--- src/rtl/output_accumulator.sv ---
`default_nettype none
// ============================================================================
// Module  : output_accumulator
// Brief   : Accumulates phase-shifted partial sums into a saturating result and
//           hands it to readout over a valid/ready handshake.
// Revision: 1.0 - initial release
// ============================================================================
module output_accumulator #(
    parameter int DATA_W = 32,
    parameter int PHASES = 4,
    parameter int ACC_W  = 32
) (
    input  logic              clk_i,
    input  logic              rst_i,
    input  logic              start_i,
    input  logic              mode_i,
    input  logic [DATA_W-1:0] partial_i,
    input  logic              partial_valid_i,
    output logic              partial_ready_o,
    output logic              shift_counter_en_o,
    output logic [DATA_W-1:0] result_o,
    output logic              result_valid_o,
    input  logic              result_ready_i,
    output logic              busy_o,
    output logic              overflow_o
);

    localparam int PH_W = (PHASES > 1) ? $clog2(PHASES) : 1;

    typedef enum logic [1:0] {
        S_IDLE  = 2'd0,
        S_ACCUM = 2'd1,
        S_HOLD  = 2'd2
    } state_t;

    state_t            r_state;
    logic [ACC_W-1:0]  r_acc;
    logic [PH_W-1:0]   r_phase;
    logic              r_mode_q;
    logic [DATA_W-1:0] r_result;
    logic              r_result_valid;
    logic              r_overflow;

    logic              w_accept;
    logic              w_last;
    logic              w_start_new;
    logic [ACC_W:0]    w_sum;
    logic [ACC_W-1:0]  w_sat;

    assign partial_ready_o    = (r_state == S_ACCUM);
    assign w_accept           = partial_valid_i & partial_ready_o;
    assign shift_counter_en_o = w_accept & r_mode_q;
    assign busy_o             = (r_state != S_IDLE);
    assign result_o           = r_result;
    assign result_valid_o     = r_result_valid;
    assign overflow_o         = r_overflow;

    // Carry out of the widened add means the true sum exceeds ACC_W bits.
    assign w_sum  = {1'b0, r_acc} + {1'b0, partial_i};
    assign w_sat  = w_sum[ACC_W] ? {ACC_W{1'b1}} : w_sum[ACC_W-1:0];
    assign w_last = ~r_mode_q | (r_phase == PH_W'(PHASES - 1));

    // A new result may begin from IDLE, or directly out of the HOLD handshake.
    assign w_start_new = start_i &
                         ((r_state == S_IDLE) | ((r_state == S_HOLD) & result_ready_i));

    always_ff @(posedge clk_i) begin
        if (rst_i) begin
            r_state        <= S_IDLE;
            r_acc          <= '0;
            r_phase        <= '0;
            r_mode_q       <= 1'b0;
            r_result       <= '0;
            r_result_valid <= 1'b0;
            r_overflow     <= 1'b0;
        end else begin
            case (r_state)
                S_IDLE: begin
                    if (w_start_new) begin
                        r_state <= S_ACCUM;
                    end
                end
                S_ACCUM: begin
                    if (w_accept) begin
                        r_acc <= w_sat;
                        if (w_sum[ACC_W]) begin
                            r_overflow <= 1'b1;
                        end
                        if (w_last) begin
                            r_phase        <= '0;
                            r_result       <= w_sat;
                            r_result_valid <= 1'b1;
                            r_state        <= S_HOLD;
                        end else begin
                            r_phase <= r_phase + PH_W'(1);
                        end
                    end
                end
                S_HOLD: begin
                    if (result_ready_i) begin
                        r_result_valid <= 1'b0;
                        r_state        <= w_start_new ? S_ACCUM : S_IDLE;
                    end
                end
                default: begin
                    r_state <= S_IDLE;
                end
            endcase

            if (w_start_new) begin
                r_acc      <= '0;
                r_phase    <= '0;
                r_overflow <= 1'b0;
                r_mode_q   <= mode_i;
            end
        end
    end

endmodule
`default_nettype wire

--- config.mk ---
export PLATFORM = sky130hd
export DESIGN_NAME = output_accumulator
export DESIGN_NICKNAME = d
export VERILOG_FILES = /design/src/rtl/output_accumulator.sv
export SDC_FILE = /design/constraint.sdc
export NUM_CORES = 1
export LEC_CHECK = 0
export CORE_ASPECT_RATIO = 0.5
export CORE_MARGIN = 5
export CORE_UTILIZATION = 48
export DETAILED_ROUTE_END_ITERATION = 8
export HOLD_SLACK_MARGIN = 0.05
export PLACE_DENSITY = 0.76
export SYNTH_ARGS = -nofsm -noshare
export SYNTH_HDL_FRONTEND = slang
export SYNTH_SLANG_ARGS = --single-unit
--- constraint.sdc ---
create_clock -name clk_i -period 3.2 [get_ports clk_i]
set_input_delay 0.64 -clock clk_i [delete_from_list [all_inputs] [get_ports clk_i]]
set_output_delay 0.64 -clock clk_i [all_outputs]
set_load 0.05 [all_outputs]
==> load_flow_metrics.sql <==
INSERT INTO impl_metrics (metric_group, metric, value, unit) VALUES
('power_and_ir_drop', 'seqPwrFrac', '0.327', ''),
('clock_network', 'cts.clk_slew.worst_paths', '0.06', 'ns'),
('global_route', 'grt_pass1_wl', '22300', 'microns'),
('clock_network', 'cts.sink_count', '71', ''),
('placement', 'placed_cell_area', '5780', 'sq um'),
('clock_network', 'clock_insertion_delay_worst_skew', '0.34', 'ns'),
('detailed_routing', 'wl_per_cell', '17.2', 'microns'),
('global_route', 'grt_antenna_before_repair', '0', ''),
('die', 'die-width', '145', 'microns'),
('die', 'std_cell_rows', '24', ''),
('critical_path', 'endpoint_class_of_the_critical_path', 'flip-flop', ''),
('clock_network', 'cts_h_tree_lvls', '3', ''),
('synthesis', 'avgSynthCellArea', '7.92', 'sq um'),
('die', 'die_area', '11200', 'sq um'),
('critical_path', 'crit_path_start_kind', 'primary input', ''),
('status', 'result_of_the_run', 'completed', ''),
('placement', 'routabilityCongestion', '0.899', ''),
('final_layout', 'n_antenna_cell', '0', ''),
('final_layout', 'final_util', '0.751', ''),
('timing', 'clock-skew-final', '0.00732', 'ns'),
('job', 'drv.max_cap_violation_count', '0', ''),
('detailed_routing', 'drt-initial-drc-count', '363', ''),
('placement', 'numPortBuffers', '74', ''),
('clock_network', 'cts_inserted_buffers', '9', ''),
('timing', 'hold_slack', '0.470', 'ns'),
('clock_network', 'cts_root_buf', 'sky130_fd_sc_hd__clkbuf_16', ''),
('final_layout', 'layout_cells_sized_above_1', '0.248', ''),
('power_and_ir_drop', 'static-leakage-power', '2.81', 'nW'),
('power_and_ir_drop', 'totalPowerFinal', '2.98', 'mW'),
('power_and_ir_drop', 'power.net_switching', '0.949', 'mW'),
('power_and_ir_drop', 'clkPwrFrac', '0.369', ''),
('timing', 'max_freq', '0.320', 'GHz'),
('global_route', 'groute.usage.overall', '0.244', ''),
('power_and_ir_drop', 'worst_ir_drop_vdd', '0.344', 'mV'),
('critical_path', 'worst-r2r-cell-count', '12', ''),
('detailed_routing', 'antenna_violating_nets_post_route', '0', ''),
('clock_network', 'tritoncts_clock_tree', 'yes', ''),
('die', 'design.core.area', '8770', 'sq um'),
('timing', 'final_max_slew_viol_count', '0', ''),
('die', 'top_level_ports', '75', ''),
('synthesis', 'register_area_share_after_synthesis', '0.326', ''),
('detailed_routing', 'detail_route.wirelength', '14300', 'microns'),
('final_layout', 'design.final.nets', '780', ''),
('timing', 'final_hold_viol_count', '0', ''),
('timing', 'timing.final.crit_period', '3.12', 'ns'),
('power_and_ir_drop', 'power_per_cell_area', '453', 'nW/um^2'),
('detailed_routing', 'drtPass1Iterations', '5', ''),
('critical_path', 'critical_path_fanouts_max', '6', ''),
('global_route', 'globalRoute.totalOverflow', '0', ''),
('worst_hold_path', 'worst_hold_path.num_cells', '2', ''),
('power_and_ir_drop', 'power.internal', '2.03', 'mW'),
('clock_network', 'cts_hold_repair.buffers', '0', ''),
('worst_hold_path', 'hp-class', 'flip-flop to flip-flop', ''),
('final_layout', 'stdcell_area', '6580', 'sq um'),
('final_layout', 'area_growth', '50.9', '%'),
('detailed_routing', 'total_via_count_in_the_routed_design', '4819', ''),
('detailed_routing', 'vias_per_cell', '5.81', ''),
('synthesis', 'synth_cell_types', '64', ''),
('synthesis', 'async_reset_ff_frac', '0', ''),
('synthesis', 'ys_ff_latch', '71', ''),
('die', 'initial_util', '0.498', ''),
('synthesis', 'synth-main-ff-cell', 'sky130_fd_sc_hd__dfxtp_1', ''),
('critical_path', 'crit_type', 'primary input to flip-flop', ''),
('timing', 'slew-limit-headroom', '0.642', ''),
('synthesis', 'yosys_warnings', '0', ''),
('timing', 'timing.final.setup_violations', '0', ''),
('power_and_ir_drop', 'sw_ratio', '0.318', ''),
('global_route', 'grt_start_max_net_pins', '38', ''),
('synthesis', 'post_synth_inst_count', '551', ''),
('die', 'die_h', '77.4', 'microns'),
('synthesis', 'synthesis.area', '4360', 'sq um'),
('detailed_routing', 'route.detailed.drc', '0', ''),
('power_and_ir_drop', 'combinationalPowerShare', '0.304', ''),
('timing', 'final_cycle_utilization_of_the_critical_path', '0.977', ''),
('synthesis', 'post_synth_edffs', '0', ''),
('timing', 'tightest_slew', '0.536', 'ns'),
('critical_path', 'critical_path_required', '3.41', 'ns'),
('clock_network', 'cts-root-to-sink-buffers', '2', ''),
('critical_path', 'critPathArrivalTime', '3.33', 'ns'),
('synthesis', 'mappedNetlistNets', '623', ''),
('placement', 'detailedPlacementHpwl', '9500', 'microns'),
('global_route', 'grt_pass1_vias', '4688', '');
power by group through the flow:
stage / Combinational [mW] / Clock, mW / Sequential, mW
floorplan: 0.383 / 0 / 1.10
global placement: 0.782 / 0 / 0.990
detailed placement: 0.791 / 0 / 0.992
CTS: 0.834 / 1.10 / 0.974
global route: 0.975 / 1.15 / 0.983
finish: 0.908 / 1.10 / 0.976
what timing repair did:
action | in CTS | in global routing
pin swaps | 18 | 18
buffers inserted | 10 | 5
setup endpoints to repair | 65 | 65
gates cloned | 1 | 1
resized for setup | 31 | 49
placed cells by master (no fill, tap or decap), types with 7 or more instances in the layout:
master                            instances
sky130_fd_sc_hd__clkdlybuf4s50_1         68
sky130_fd_sc_hd__xor2_1                   7
sky130_fd_sc_hd__nor3_1                   9
sky130_fd_sc_hd__dfxtp_1                 71
sky130_fd_sc_hd__a211oi_1                28
sky130_fd_sc_hd__nand3_1                 10
sky130_fd_sc_hd__o21a_1                   8
sky130_fd_sc_hd__nand2_1                 31
sky130_fd_sc_hd__o21ai_0                 47
sky130_fd_sc_hd__a21o_1                   9
sky130_fd_sc_hd__ha_1                    28
sky130_fd_sc_hd__nor2_1                  64
sky130_fd_sc_hd__buf_4                   96
sky130_fd_sc_hd__a21oi_1                 63
sky130_fd_sc_hd__inv_1                    9
sky130_fd_sc_hd__nor2_4                  10
sky130_fd_sc_hd__nor2_2                  10
sky130_fd_sc_hd__clkbuf_16               10
sky130_fd_sc_hd__xnor2_1                 12
state kept, by name, indices dropped and copies added, names as in the netlist:
register        flops
result_o           32
r_phase             2
r_mode_q            1
overflow_o          1
result_valid_o      1
r_state             2
r_acc              32
cell usage after synthesis (3+ instances only):
cell	number	area (sq um)
sky130_fd_sc_hd__o21ai_0	49	245
sky130_fd_sc_hd__clkbuf_1	27	101
sky130_fd_sc_hd__and2_1	3	18.8
sky130_fd_sc_hd__nand2b_1	3	18.8
sky130_fd_sc_hd__a21o_1	9	67.6
sky130_fd_sc_hd__xor2_1	7	61.3
sky130_fd_sc_hd__a211oi_1	32	240
sky130_fd_sc_hd__nand3_1	10	50.1
sky130_fd_sc_hd__o21a_1	8	60.1
sky130_fd_sc_hd__nand4_1	3	18.8
sky130_fd_sc_hd__a21boi_0	3	22.5
sky130_fd_sc_hd__xnor2_1	12	105
sky130_fd_sc_hd__nor2_1	83	312
sky130_fd_sc_hd__ha_1	33	413
sky130_fd_sc_hd__a21oi_1	70	350
sky130_fd_sc_hd__dfxtp_1	71	1420
sky130_fd_sc_hd__or3_1	4	25.0
sky130_fd_sc_hd__and3_1	6	37.5
sky130_fd_sc_hd__a31oi_1	5	31.3
sky130_fd_sc_hd__nand2_1	31	116
sky130_fd_sc_hd__nor2b_1	5	31.3
sky130_fd_sc_hd__or2_2	3	18.8
sky130_fd_sc_hd__o21bai_1	6	45.0
sky130_fd_sc_hd__inv_1	9	33.8
sky130_fd_sc_hd__nor3_1	12	60.1
cell families (layout without fill, tap and decap cells):
kind of cell	Yosys count	count (layout)	share of synthesized area
AOI/OAI and AO/OA	211	211	0.311
xor gates and xnor gates	19	19	0.0381
adders and majority gates	34	34	0.0992
buffers and inverters	40	202	0.0367
DFF	71	71	0.326
muxes	3	3	0.00717
and+or+nand+nor	173	173	0.182
critical path: stages:
cell and delay (ns):
sky130_fd_sc_hd__clkdlybuf4s50_1 0.41, sky130_fd_sc_hd__ha_1 0.36, sky130_fd_sc_hd__buf_4 0.16, sky130_fd_sc_hd__a21oi_1 0.13
sky130_fd_sc_hd__o21ai_0 0.15, sky130_fd_sc_hd__buf_4 0.19, sky130_fd_sc_hd__a2111oi_4 0.29, sky130_fd_sc_hd__nor3_4 0.12
sky130_fd_sc_hd__o211ai_2 0.26, sky130_fd_sc_hd__nand2_4 0.11, sky130_fd_sc_hd__buf_12 0.16, sky130_fd_sc_hd__buf_12 0.14
sky130_fd_sc_hd__a21oi_4 0.13, sky130_fd_sc_hd__a211oi_2 0.08
metrics by stage:
stage / instances / setup TNS (ns) / setup slack [ns]
global route: 830 / -0.541 / -0.0642
floorplan: 551 / 0 / 0.0237
finish: 830 / 0 / 0.0751
global placement: 798 / -30.58 / -0.600
detailed placement: 798 / -35.23 / -0.657
CTS: 824 / 0 / 0.000263
per-layer routing:
metal	vias up	track usage	part of all wire
met5	-	0	0
met4	0	0.0661	0.020
met3	28	0.0565	0.051
met2	157	0.409	0.48
met1	2291	0.318	0.45
li1	2343	-	-
path summary, 6_finish.rpt:
check | from | endpoint | slack (ns)
hold / removal | r_phase[1] | r_phase[1] | 0.47
hold reg to reg | r_phase[1] | r_phase[1] | 0.47
setup / recovery | partial_i[9] | result_o[6] | 0.08
setup reg to reg | r_acc[0] | result_o[6] | 0.14
area by class of cell:
type / instances / area [sq um]
well taps: 117 / 146
clock inverters: 5 / 81.3
fillers: 634 / 2180
repair buffers: 177 / 1600
clock buffers: 11 / 243
inverters: 9 / 33.8
multi-input cells: 440 / 3050
flip-flops and latches: 71 / 1420
Note: power is estimated with default switching activity, not from simulation.
